### src/rtl/camac_tag_buffer_if.sv
// CAMAC dataway bundle for the tag buffer: F/A command lines, strobes, station
// selects and the active-low response lines returned by the module.
interface camac_tag_buffer_if;
    logic [4:0]  F;
    logic [3:0]  A;
    logic        S1;
    logic        S2;
    logic        N;
    logic        B;
    logic        C;
    logic        Z;
    logic        I;
    logic [15:0] CRDATA;
    logic        OE;
    logic        X;
    logic        Q;
    logic        L;

    modport slave (
        input  F, A, S1, S2, N, B, C, Z, I,
        output CRDATA, OE, X, Q, L
    );

    modport master (
        output F, A, S1, S2, N, B, C, Z, I,
        input  CRDATA, OE, X, Q, L
    );
endinterface

### src/rtl/camac_tag_buffer.sv
// Event-tag FIFO read out over a CAMAC dataway: asynchronous triggers capture
// {LOCK, ENC, SNC}; CAMAC functions read, pop, clear and gate the LAM.
module camac_tag_buffer #(
    parameter int ENC_W = 14,
    parameter int SNC_W = 10,
    parameter int DEPTH = 16
) (
    input  logic             SYSCLK,
    input  logic             RSTN,
    input  logic [ENC_W-1:0] ENC,
    input  logic [SNC_W-1:0] SNC,
    input  logic             LOCK,
    input  logic             TRIG,
    camac_tag_buffer_if.slave dw
);
    localparam int PTR_W = $clog2(DEPTH);
    localparam int CNT_W = PTR_W + 1;
    localparam int TAG_W = 1 + ENC_W + SNC_W;

    // Synchroniser lanes, bit order {TRIG, S1, S2, N}
    logic [3:0] meta_q, meta_d;
    logic [3:0] sync2_q, sync2_d;
    logic [3:0] sync_q, sync_d;
    logic [3:0] prev_q, prev_d;
    logic [3:0] rise;

    logic nb_q, nb_d;
    logic cmd_active;

    logic [TAG_W-1:0] mem_q [DEPTH];
    logic [TAG_W-1:0] mem_d [DEPTH];
    logic [PTR_W-1:0] wr_ptr_q, wr_ptr_d;
    logic [PTR_W-1:0] rd_ptr_q, rd_ptr_d;
    logic [CNT_W-1:0] count_q, count_d;
    logic             ovf_q, ovf_d;
    logic             lam_en_q, lam_en_d;
    logic             x_q, x_d;
    logic             q_q, q_d;
    logic             oe_q, oe_d;
    logic             l_q, l_d;

    logic f0a0, f0a1, f0a2, f2a0, f8a0, f9a0, f24a0, f26a0;
    logic f0_any, valid_fn;
    logic empty, full;
    logic strobe, push_req, push, pop, clr_dw, clear, lam_pending;
    logic [TAG_W-1:0] head_tag;
    logic [15:0]      rd_word;

    always_comb begin
        meta_d  = {TRIG, dw.S1, dw.S2, dw.N};
        sync2_d = meta_q;
        sync_d  = sync2_q;
        prev_d  = sync_q;
        rise    = sync_q & ~prev_q;
    end

    // A command is live only after N and B have been seen together twice in a row
    always_comb begin
        nb_d       = sync_q[0] & dw.B;
        cmd_active = sync_q[0] & dw.B & nb_q;
    end

    always_comb begin
        f0a0     = (dw.F == 5'd0)  && (dw.A == 4'd0);
        f0a1     = (dw.F == 5'd0)  && (dw.A == 4'd1);
        f0a2     = (dw.F == 5'd0)  && (dw.A == 4'd2);
        f2a0     = (dw.F == 5'd2)  && (dw.A == 4'd0);
        f8a0     = (dw.F == 5'd8)  && (dw.A == 4'd0);
        f9a0     = (dw.F == 5'd9)  && (dw.A == 4'd0);
        f24a0    = (dw.F == 5'd24) && (dw.A == 4'd0);
        f26a0    = (dw.F == 5'd26) && (dw.A == 4'd0);
        f0_any   = f0a0 | f0a1 | f0a2;
        valid_fn = f0_any | f2a0 | f8a0 | f9a0 | f24a0 | f26a0;
    end

    always_comb begin
        empty       = (count_q == '0);
        full        = (count_q == CNT_W'(DEPTH));
        head_tag    = mem_q[rd_ptr_q];
        strobe      = rise[2] & cmd_active;
        push_req    = rise[3] & ~dw.I;
        pop         = strobe & f2a0 & ~empty;
        push        = push_req & (~full | pop);
        clr_dw      = dw.B & sync_q[1] & (dw.C | dw.Z);
        clear       = clr_dw | (strobe & f9a0);
        lam_pending = lam_en_q & ~empty & ~dw.I;
    end

    // Read word selection; an empty FIFO reads as zero on the tag addresses
    always_comb begin
        rd_word = '0;
        if ((f0a0 || f2a0) && !empty) begin
            rd_word[15]        = head_tag[TAG_W-1];
            rd_word[ENC_W-1:0] = head_tag[SNC_W +: ENC_W];
        end else if (f0a1 && !empty) begin
            rd_word[15]        = head_tag[TAG_W-1];
            rd_word[SNC_W-1:0] = head_tag[SNC_W-1:0];
        end else if (f0a2) begin
            rd_word[15]        = ovf_q;
            rd_word[CNT_W-1:0] = count_q;
        end
    end

    // Clear outranks push and pop; a full FIFO still accepts a push paired with a pop
    always_comb begin
        mem_d    = mem_q;
        wr_ptr_d = wr_ptr_q;
        rd_ptr_d = rd_ptr_q;
        count_d  = count_q;
        ovf_d    = ovf_q;
        if (clear) begin
            wr_ptr_d = '0;
            rd_ptr_d = '0;
            count_d  = '0;
            ovf_d    = 1'b0;
        end else begin
            if (push) begin
                mem_d[wr_ptr_q] = {LOCK, ENC, SNC};
                wr_ptr_d        = wr_ptr_q + PTR_W'(1);
            end
            if (pop) begin
                rd_ptr_d = rd_ptr_q + PTR_W'(1);
            end
            case ({push, pop})
                2'b10:   count_d = count_q + CNT_W'(1);
                2'b01:   count_d = count_q - CNT_W'(1);
                default: count_d = count_q;
            endcase
            if (push_req && full && !pop) begin
                ovf_d = 1'b1;
            end
        end
    end

    always_comb begin
        lam_en_d = lam_en_q;
        if (dw.Z && dw.B && sync_q[1]) begin
            lam_en_d = 1'b0;
        end else if (strobe && f24a0) begin
            lam_en_d = 1'b0;
        end else if (strobe && f26a0) begin
            lam_en_d = 1'b1;
        end
    end

    always_comb begin
        x_d  = 1'b1;
        q_d  = 1'b1;
        oe_d = 1'b1;
        l_d  = ~lam_pending;
        if (cmd_active) begin
            x_d  = ~valid_fn;
            oe_d = ~(f0_any | f2a0);
            q_d  = ~(f0_any | f9a0 | f24a0 | f26a0 |
                     (f2a0 & ~empty) | (f8a0 & lam_pending));
        end
    end

    always_ff @(posedge SYSCLK) begin
        if (!RSTN) begin
            meta_q   <= '0;
            sync2_q  <= '0;
            sync_q   <= '0;
            prev_q   <= '0;
            nb_q     <= 1'b0;
            wr_ptr_q <= '0;
            rd_ptr_q <= '0;
            count_q  <= '0;
            ovf_q    <= 1'b0;
            lam_en_q <= 1'b0;
            x_q      <= 1'b1;
            q_q      <= 1'b1;
            oe_q     <= 1'b1;
            l_q      <= 1'b1;
        end else begin
            meta_q   <= meta_d;
            sync2_q  <= sync2_d;
            sync_q   <= sync_d;
            prev_q   <= prev_d;
            nb_q     <= nb_d;
            wr_ptr_q <= wr_ptr_d;
            rd_ptr_q <= rd_ptr_d;
            count_q  <= count_d;
            ovf_q    <= ovf_d;
            lam_en_q <= lam_en_d;
            x_q      <= x_d;
            q_q      <= q_d;
            oe_q     <= oe_d;
            l_q      <= l_d;
        end
    end

    // Tag storage needs no reset; the pointers and count define what is valid
    always_ff @(posedge SYSCLK) begin
        mem_q <= mem_d;
    end

    assign dw.CRDATA = ~rd_word;
    assign dw.X      = x_q;
    assign dw.Q      = q_q;
    assign dw.OE     = oe_q;
    assign dw.L      = l_q;
endmodule

### src/flat_wrapper.sv
// flat-port wrapper written by rule: the top's interface ports become plain ports
module camac_tag_buffer_flat 
#(
    parameter int ENC_W = 14,
    parameter int SNC_W = 10,
    parameter int DEPTH = 16
)
  (SYSCLK, RSTN, ENC, SNC, LOCK, TRIG, dw_F, dw_A, dw_S1, dw_S2, dw_N, dw_B, dw_C, dw_Z, dw_I, dw_CRDATA, dw_OE, dw_X, dw_Q, dw_L);
  camac_tag_buffer_if dw_i ();
  input  logic SYSCLK;
  input  logic RSTN;
  input  logic [ENC_W-1:0] ENC;
  input  logic [SNC_W-1:0] SNC;
  input  logic LOCK;
  input  logic TRIG;
  input wire logic [$bits(dw_i.F)-1:0] dw_F;
  input wire logic [$bits(dw_i.A)-1:0] dw_A;
  input wire logic [$bits(dw_i.S1)-1:0] dw_S1;
  input wire logic [$bits(dw_i.S2)-1:0] dw_S2;
  input wire logic [$bits(dw_i.N)-1:0] dw_N;
  input wire logic [$bits(dw_i.B)-1:0] dw_B;
  input wire logic [$bits(dw_i.C)-1:0] dw_C;
  input wire logic [$bits(dw_i.Z)-1:0] dw_Z;
  input wire logic [$bits(dw_i.I)-1:0] dw_I;
  output wire logic [$bits(dw_i.CRDATA)-1:0] dw_CRDATA;
  output wire logic [$bits(dw_i.OE)-1:0] dw_OE;
  output wire logic [$bits(dw_i.X)-1:0] dw_X;
  output wire logic [$bits(dw_i.Q)-1:0] dw_Q;
  output wire logic [$bits(dw_i.L)-1:0] dw_L;
  assign dw_i.F = dw_F;
  assign dw_i.A = dw_A;
  assign dw_i.S1 = dw_S1;
  assign dw_i.S2 = dw_S2;
  assign dw_i.N = dw_N;
  assign dw_i.B = dw_B;
  assign dw_i.C = dw_C;
  assign dw_i.Z = dw_Z;
  assign dw_i.I = dw_I;
  assign dw_CRDATA = dw_i.CRDATA;
  assign dw_OE = dw_i.OE;
  assign dw_X = dw_i.X;
  assign dw_Q = dw_i.Q;
  assign dw_L = dw_i.L;
  camac_tag_buffer #(.ENC_W(ENC_W), .SNC_W(SNC_W), .DEPTH(DEPTH)) u_core (.SYSCLK(SYSCLK), .RSTN(RSTN), .ENC(ENC), .SNC(SNC), .LOCK(LOCK), .TRIG(TRIG), .dw(dw_i));
endmodule
### config.mk
export PLATFORM = sky130hd
export DESIGN_NAME = camac_tag_buffer_flat
export DESIGN_NICKNAME = d
export VERILOG_FILES = /design/src/rtl/camac_tag_buffer_if.sv /design/src/rtl/camac_tag_buffer.sv /design/src/flat_wrapper.sv
export SDC_FILE = /design/constraint.sdc
export NUM_CORES = 1
export LEC_CHECK = 0
export BUFFER_PORTS_ARGS = -buffer_cell sky130_fd_sc_hd__buf_4
export CAP_MARGIN = 15
export CORE_ASPECT_RATIO = 1.25
export CORE_MARGIN = 3
export CORE_UTILIZATION = 65
export CTS_BUF_LIST = sky130_fd_sc_hd__clkbuf_8
export DETAILED_ROUTE_END_ITERATION = 12
export GPL_TIMING_DRIVEN = 0
export PLACE_DENSITY_LB_ADDON = 0.2
export SLEW_MARGIN = 40
export SYNTH_ARGS = -nofsm -noshare
export SYNTH_HDL_FRONTEND = slang
export SYNTH_SLANG_ARGS = --single-unit
### constraint.sdc
create_clock -name SYSCLK -period 8.1 [get_ports SYSCLK]
set_input_delay 0.81 -clock SYSCLK [delete_from_list [all_inputs] [get_ports SYSCLK]]
set_output_delay 0.81 -clock SYSCLK [all_outputs]
set_load 0.01 [all_outputs]
==> results.toml, run 1 <==
[status]
status = "complete, no violations"

[yosys]
ys.flop_type = "edfxtp_1"
syn_nets = 852
seq_area_frac_synth_pct = 75.14
synth_edf_count = 400
synth_area_um2 = 16890
ys_ff_latch = 434
async_flop_share_pct = 0
syn_area_per_cell_um2 = 21.06
synth-warning-count = 0
synthCells = 802
synthDistinctLibCells = 47

[worst_setup_path]
crit_required_ns = 7.29
r2r_setup_slack_ns = 4.76
r2r_end = "u_core.mem_q[115]"
cp_max_fo = 10
worstRegToRegCells = 9
cp-start-kind = "flop"
crit_arrival_ns = 3.92
critPathKind = "reg2out"
rr_startpoint = "u_core.nb_q"
cp-end-kind = "output pin"

[timing]
rsz0062_at_grt = "no"
min_period_ns = 4.728
setup_slack_ns = 3.372
relSlewSlack_pct = 39.68
finalSetupViolations = 0
fmax_mhz = 211.5
hold_violations = 0
fin_crit_sh_pct = 58.37
finClkSkew_ns = 0.01061
setup-tns-final_ns = 0
drv_slew = 0
tightest_slew_ns = 0.9049

[die]
dieArea_um2 = 27970
die_w_um = 150.2
io_pins = 64
start_util_pct = 66.57
rows = 65
core_um2 = 25370
die_height_um = 186.2

[detailed_routing]
drc_errors = 0
wl_per_cell_um = 28.54
drt.antenna.violating_nets = 0
wl_mm = 38.25
drt_iter0_markers = 1037
vias_per_cell = 6.538
dr.pass1.iters = 8
num_vias = 8761

[cells_and_area]
antennaDiodeCount = 0
fillers = 1407
fin_area_um2 = 19290
fin_nets = 1006
layout.cells.non_filler = 1340
final_common_cell = "edfxtp_1"
drive_gt1_share_pct = 32.34
layout_common_cells = "edfxtp_1, mux4_2, buf_4"
area_growth_pct = 14.23

[clocking]
cts-resized-gates = 0
clk_latency_ns = 0.61
cts_num_sinks = 434
cts_tree = "built"
cts.htree.levels = 2
clockRootBuffer = "clkbuf_8"
clk_path_buf_depth = 3
clkTransAtPathRegs_ns = 0.06
hold_buffers = 0
postCtsSetupRepairBufs = 0
cts_inserted_buffers = 61

[placed_design]
portBuffers = 62
dp_hpwl_mm = 23.95
dp.cells = 1228
placed_cell_area_um2 = 18200
pre_cts_slack_ns = 4.028
place_congestion = 0.8498

[global_routing]
grt_max_degree = 26
grt.overflow.total = 0
antenna_found_initial = 0
grt_pass1_vias = 9407
grt_pass1_wl_mm = 57.15
track_usage_pct = 28.55

[pwr]
ir_worst_vdd_uv = 186.6
power.total_uw = 4040
leakage_uw = 0.006216
p_per_area_nw_per_um2 = 209.4

[min_path]
hold_depth = 2
holdPathEnd = "u_core.meta_q[0]"
hp-class = "in2reg"
min_from = "dw_N"

[run]
drv_cap = 0
kinds of logic after synthesis:
group / synth area share, %
xor gates and xnor gates: 0.3630
DFF: 75.14
muxes: 16.28
and+or+nand+nor: 4.096
adders and majority gates: 0.4444
buffers and inverters: 1.185
AOI/OAI and AO/OA: 2.467
other: 0.02220
cell usage after synthesis (4+ instances only):
master,count,area [um^2]
a211o_1,4,35.03
a211oi_1,14,105.1
a21oi_1,18,90.09
and2_1,19,118.9
and3_1,8,50.05
buf_1,4,15.01
buf_2,19,95.09
clkbuf_1,15,56.30
dfxtp_1,34,680.7
edfxtp_1,400,12010
ha_1,6,75.07
mux2i_1,16,160.2
mux4_2,114,2567
nand2_1,17,63.81
nand3_1,9,45.04
nor2_1,20,75.07
nor2b_1,18,112.6
nor3_1,8,40.04
nor3b_1,4,30.03
o21ai_0,10,50.05
or3_1,5,31.28
xor2_1,6,52.55
through the flow:
step	hold slack [ns]	utilization (%)
after global routing	0.3863	76.04
after global placement	0.4043	70.05
final	0.4126	76.04
after CTS	0.3794	76.04
after detailed placement	0.4228	71.72
after floorplan	0.3832	-
worst max path at each step:
stage	start	endpoint	slack, ns
5_1_grt	u_core.rd_ptr_q[1]	dw_CRDATA[5]	3.30
4_1_cts	u_core.rd_ptr_q[2]	dw_CRDATA[15]	3.34
2_1_floorplan	dw_A[0]	u_core.mem_q[125]	3.84
3_3_place_gp	dw_F[0]	u_core.mem_q[145]	1.28
3_5_place_dp	u_core.rd_ptr_q[2]	dw_CRDATA[15]	4.03
6_report	u_core.rd_ptr_q[2]	dw_CRDATA[15]	3.37
metal layers:
layer	vias up	global-route usage [%]	share of wire [%]
met1	4492	36.85	36
met4	0	14.61	5.1
met2	491	47.40	51
li1	3651	-	-
met3	127	5.381	8.1
met5	-	0	0
critical path: stages, from the launching register on:
cell and delay [ns]:
dfxtp_1 0.44, buf_2 0.37, buf_2 0.38, buf_2 0.39, buf_1 0.72, a211oi_1 0.27, a221oi_1 0.42, a21oi_1 0.11
buf_4 0.19
cell type report:
cell class,count,area [um^2],area share (%)
sequential,434,12690,65.78
multi-input combinational,325,4086,21.18
clock buffer,64,880.8,4.565
timing repair buffer,91,797.0,4.131
tap,335,419.2,2.172
clock inverter,48,215.2,1.115
buffer,41,196.4,1.018
inverter,2,7.507,0.03891
power breakdown:
group	switching (uW)	internal, uW	total (uW)
Clock	775	757	1530
Combinational	38.1	20.9	59.0
Sequential	1.48	2450	2450
Total	814	3230	4040
flip-flops by register name (all words and copies together) (netlist names), 2 cells and up:
signal / count
u_core.mem_q: 400
u_core.count_q: 5
u_core.meta_q: 4
u_core.prev_d: 4
u_core.rd_ptr_q: 4
u_core.sync2_q: 4
u_core.wr_ptr_q: 4
u_core.prev_q: 2
(Power assumes the default switching activity.)
==> inputs of run 2 (changes only) <==
- CORE_UTILIZATION: 65 -> 58
- clock period: 8.1 -> 3.9 ns (I/O delays scaled with it)
==> results.toml, run 2 (same netlist as run 1, synthesis figures left out) <==
[die]
die_height_um = 196.8
io_pins = 64
rows = 69
dieArea_um2 = 31220
core_um2 = 28580
start_util_pct = 59.11
die_w_um = 158.6

[detailed_routing]
num_vias = 8741
vias_per_cell = 6.248
drt_iter0_markers = 897
dr.pass1.iters = 5
wl_mm = 38.04
wl_per_cell_um = 27.19
drt.antenna.violating_nets = 0
drc_errors = 0

[timing]
finalSetupViolations = 0
relSlewSlack_pct = 46.63
setup-tns-final_ns = 0
hold_ws_ns = 0.02340
min_period_ns = 3.781
drv_slew = 0
rsz0062_at_grt = "no"
finClkSkew_ns = 0.01727
hold_violations = 0
fin_crit_sh_pct = 96.94
fmax_mhz = 264.5
tightest_slew_ns = 0.8005

[clocking]
cts-resized-gates = 8
clkTransAtPathRegs_ns = 0.06
cts.htree.levels = 3
postCtsSetupRepairBufs = 0
cts_num_sinks = 434
clk_latency_ns = 0.57
clk_path_buf_depth = 3
cts_inserted_buffers = 67
cts_tree = "built"
clockRootBuffer = "clkbuf_8"
hold_buffers = 0

[cells_and_area]
antennaDiodeCount = 0
fin_util_pct = 68.09
final_common_cell = "edfxtp_1"
layout_common_cells = "edfxtp_1, mux4_2, buf_4"
top_register = "u_core.mem_q"
fin_nets = 1011
reg.largest.list = "u_core.mem_q x400, u_core.count_q x5"
drive_gt1_share_pct = 33.30
area_growth_pct = 15.20
largest_reg_flops = 400
fillers = 1820
layout.cells.non_filler = 1399

[status]
status = "complete, no violations"

[worst_setup_path]
crit_required_ns = 3.51
crit_top_cell = "mux4_2"
crit_slowest_cell = "clkbuf_1"
slowest_delay_ns = 0.65
cp_max_fo = 10
critPathTopFamily = "buffers and inverters"
crit_arrival_ns = 3.39
cp-start-kind = "flop"
crit_chain = "buf_2 -> clkbuf_1 -> mux4_2 -> mux4_2 -> o2bb2ai_1 -> buf_4"
path_buf_inv = 3
critPathKind = "reg2out"
cp-end-kind = "output pin"

[global_routing]
antenna_found_initial = 0
grt.overflow.total = 0
grt_max_degree = 26
grt_pass1_vias = 9151
track_usage_pct = 25.36
grt_pass1_wl_mm = 57.01

[pwr]
p_per_area_nw_per_um2 = 438.3
leakage_uw = 0.006243
ir_worst_vdd_uv = 318.7
power.total_uw = 8529

[placed_design]
dp_hpwl_mm = 24.40
portBuffers = 62
dp.cells = 1283
place_congestion = 0.8595

[min_path]
hp-class = "in2reg"

[run]
drv_cap = 0
run 2: changes by cell type in the layout (fill, tap and decap cells not counted), moves of 4 or more:
cell and delta:
buf_4 +12, buf_2 -11, inv_1 -4, clkbuf_8 +7
run 2: final cells by class:
class,instances,area [um^2],share of cell area [%]
plain buffers,40,215.2,1.106
clock inverters,46,183.9,0.9452
inverters,2,7.507,0.03858
flip-flops and latches,434,12690,65.23
clock buffers,71,977.2,5.022
repair buffers,91,803.3,4.128
multi-input cells,325,4091,21.03
well taps,390,488.0,2.508
run 2: power breakdown:
group,internal [uW],leakage [uW],switching [uW],total (uW)
combinational,43.4,0.00170,78.7,122
clock,1680,0.000674,1640,3320
sequential,5080,0.00387,3.30,5090
run 2: path summary, 6_finish.rpt:
kind / from / end / slack [ns] / cells past startpoint
worst max-delay path: u_core.rd_ptr_q[2] / dw_CRDATA[3] / 0.12 / 6
worst min-delay path: TRIG / u_core.meta_q[3] / 0.02 / 2
worst max register to register: u_core.nb_q / u_core.mem_q[116] / 0.78 / 7
worst min register to register: u_core.sync2_q[1] / u_core.prev_d[1] / 0.44 / 1
run 2: per-layer routing:
metal | wire [um] | up-vias | GRT usage, %
met3 | 2750 | 67 | 4.590
met2 | 19850 | 413 | 42.01
met4 | 958 | 0 | 9.085
met5 | 0 | - | 0
li1 | - | 3656 | -
met1 | 14480 | 4605 | 34.34
run 2: stage by stage:
stage | cell area (um^2) | worst slack, ns
4_1_cts | 19450 | 0.05218
3_3_place_gp | 17840 | -2.636
5_1_grt | 19460 | 0.002523
6_report | 19460 | 0.1193
2_1_floorplan | 16890 | 0.05883
3_5_place_dp | 18280 | 0.2413
==> inputs of run 3 (changes only) <==
==> constraint.sdc (replaced) <==
create_clock -name SYSCLK -period 3.9 [get_ports SYSCLK]
set_input_delay 0.195 -clock SYSCLK [delete_from_list [all_inputs] [get_ports SYSCLK]]
set_output_delay 0.195 -clock SYSCLK [all_outputs]
set_load 0.01 [all_outputs]
==> results.toml, run 3 (same netlist as run 1, synthesis figures left out) <==
[status]
status = "complete, no violations"

[detailed_routing]
dr.pass1.iters = 5
wl_mm = 38.30
num_vias = 8895
wl_per_cell_um = 26.67
vias_per_cell = 6.194
drt.antenna.violating_nets = 0
drt_iter0_markers = 920
drc_errors = 0

[worst_setup_path]
crit_arrival_ns = 3.51
cp-start-kind = "flop"
slowest_delay_ns = 0.40
crit_chain = "buf_2 -> clkbuf_4 -> buf_2 -> buf_2 -> buf_4 -> mux2i_1 -> a21oi_1 -> a21oi_1 -> buf_4"
endpoint = "dw_CRDATA[6]"
startpoint = "u_core.rd_ptr_q[1]"
crit_required_ns = 3.70
cp_max_fo = 10
crit_top_cell = "buf_2"
cp-end-kind = "output pin"
rr_startpoint = "u_core.nb_q"
r2r_end = "u_core.mem_q[120]"
critPathKind = "reg2out"
crit_slowest_cell = "dfxtp_1"
worstRegToRegCells = 7
r2r_setup_slack_ns = 0.77

[run]
drv_cap = 0

[cells_and_area]
layout_common_cells = "edfxtp_1, mux4_2, buf_4"
fillers = 1784
fin_nets = 1048
largest_reg_flops = 400
final_common_cell = "edfxtp_1"
fin_area_um2 = 19810
antennaDiodeCount = 0
area_growth_pct = 17.30
reg.largest.list = "u_core.mem_q x400, u_core.count_q x5"
layout.cells.non_filler = 1436
top_register = "u_core.mem_q"
fin_util_pct = 69.34
drive_gt1_share_pct = 32.03

[die]
rows = 69
core_um2 = 28580
dieArea_um2 = 31220
die_w_um = 158.6
die_height_um = 196.8
start_util_pct = 59.11
io_pins = 64

[timing]
relSlewSlack_pct = 45.57
min_period_ns = 3.707
tightest_slew_ns = 0.8165
hold_violations = 0
fmax_mhz = 269.7
drv_slew = 0
finalSetupViolations = 0
fin_crit_sh_pct = 95.06
setup_slack_ns = 0.1928
finClkSkew_ns = 0.01586
rsz0062_at_grt = "no"

[placed_design]
placed_cell_area_um2 = 18280
portBuffers = 62
dp.cells = 1283
dp_hpwl_mm = 24.40
place_congestion = 0.8595
pre_cts_slack_ns = 0.4363

[global_routing]
grt_max_degree = 26
antenna_found_initial = 0
grt_pass1_wl_mm = 57.50
track_usage_pct = 25.56
grt_pass1_vias = 9293
grt.overflow.total = 0

[clocking]
clockRootBuffer = "clkbuf_8"
cts.htree.levels = 3
clk_latency_ns = 0.57
clk_path_buf_depth = 3
cts_num_sinks = 434
cts_tree = "built"
clkTransAtPathRegs_ns = 0.06
cts_inserted_buffers = 67

[pwr]
ir_worst_vdd_uv = 331.4
p_per_area_nw_per_um2 = 432.0
power.total_uw = 8560
leakage_uw = 0.006400

[min_path]
hp-class = "in2reg"
==> run 3: timing repair <==
| item | 4_1_cts | 5_1_grt |
|---|---|---|
| resized for setup | 3 | 2 |
| endpoints found under the hold margin | 411 | 0 |
| pin swaps | 0 | 0 |
| gates cloned | 0 | 0 |
| buffers inserted | 0 | 0 |
| hold buffers | 37 | 0 |
| setup endpoints to repair | 2 | 3 |
==> run 3: stage by stage <==
step                hold WS [ns]  setup TNS, ns
finish                   0.03787              0
global route             0.07757              0
CTS                     0.006945              0
detailed placement        0.4079              0
global placement          0.4047        -331.18
floorplan                 0.2939              0
==> run 3: layout make-up <==
| class | count | area (um^2) | area share [%] |
|---|---|---|---|
| multi-input cells | 325 | 4086 | 20.62 |
| clock inverters | 46 | 183.9 | 0.9283 |
| repair buffers | 128 | 1174 | 5.923 |
| inverters | 2 | 7.507 | 0.03789 |
| well taps | 390 | 488.0 | 2.463 |
| plain buffers | 40 | 205.2 | 1.036 |
| clock buffers | 71 | 977.2 | 4.932 |
| flip-flops and latches | 434 | 12690 | 64.06 |
==> run 3: how the worst min path moves through the flow <==
stage / start / end / slack [ns] / cells past startpoint
floorplan: SNC[0] / u_core.mem_q[0] / 0.29 / 0
global placement: dw_N / u_core.meta_q[0] / 0.40 / 2
detailed placement: TRIG / u_core.meta_q[3] / 0.41 / 2
CTS: dw_F[1] / u_core.dw.OE / 0.007 / 4
global route: dw_A[0] / u_core.dw.OE / 0.08 / 4
finish: dw_A[0] / u_core.dw.OE / 0.04 / 4
==> run 3: power breakdown <==
group / switching [uW] / leakage [uW] / internal, uW
registers: 3.35 / 0.00387 / 5080
clock network: 1650 / 0.000674 / 1680
logic: 85.0 / 0.00185 / 66.3
==> run 3: per-layer routing <==
layer / vias up / part of all wire [%] / track usage (%)
met2: 438 / 52 / 42.29
met1: 4652 / 39 / 34.97
li1: 3735 / - / -
met5: - / 0 / 0
met4: 0 / 2.8 / 9.372
met3: 70 / 6.8 / 4.063
==> run 3: worst max-delay path: cells and delay by family (launching register included) <==
kind / cells / cell delay, ns
buffers and inverters: 6 / 1.83
DFF: 1 / 0.40
muxes: 1 / 0.25
AOI/OAI and AO/OA: 2 / 0.45
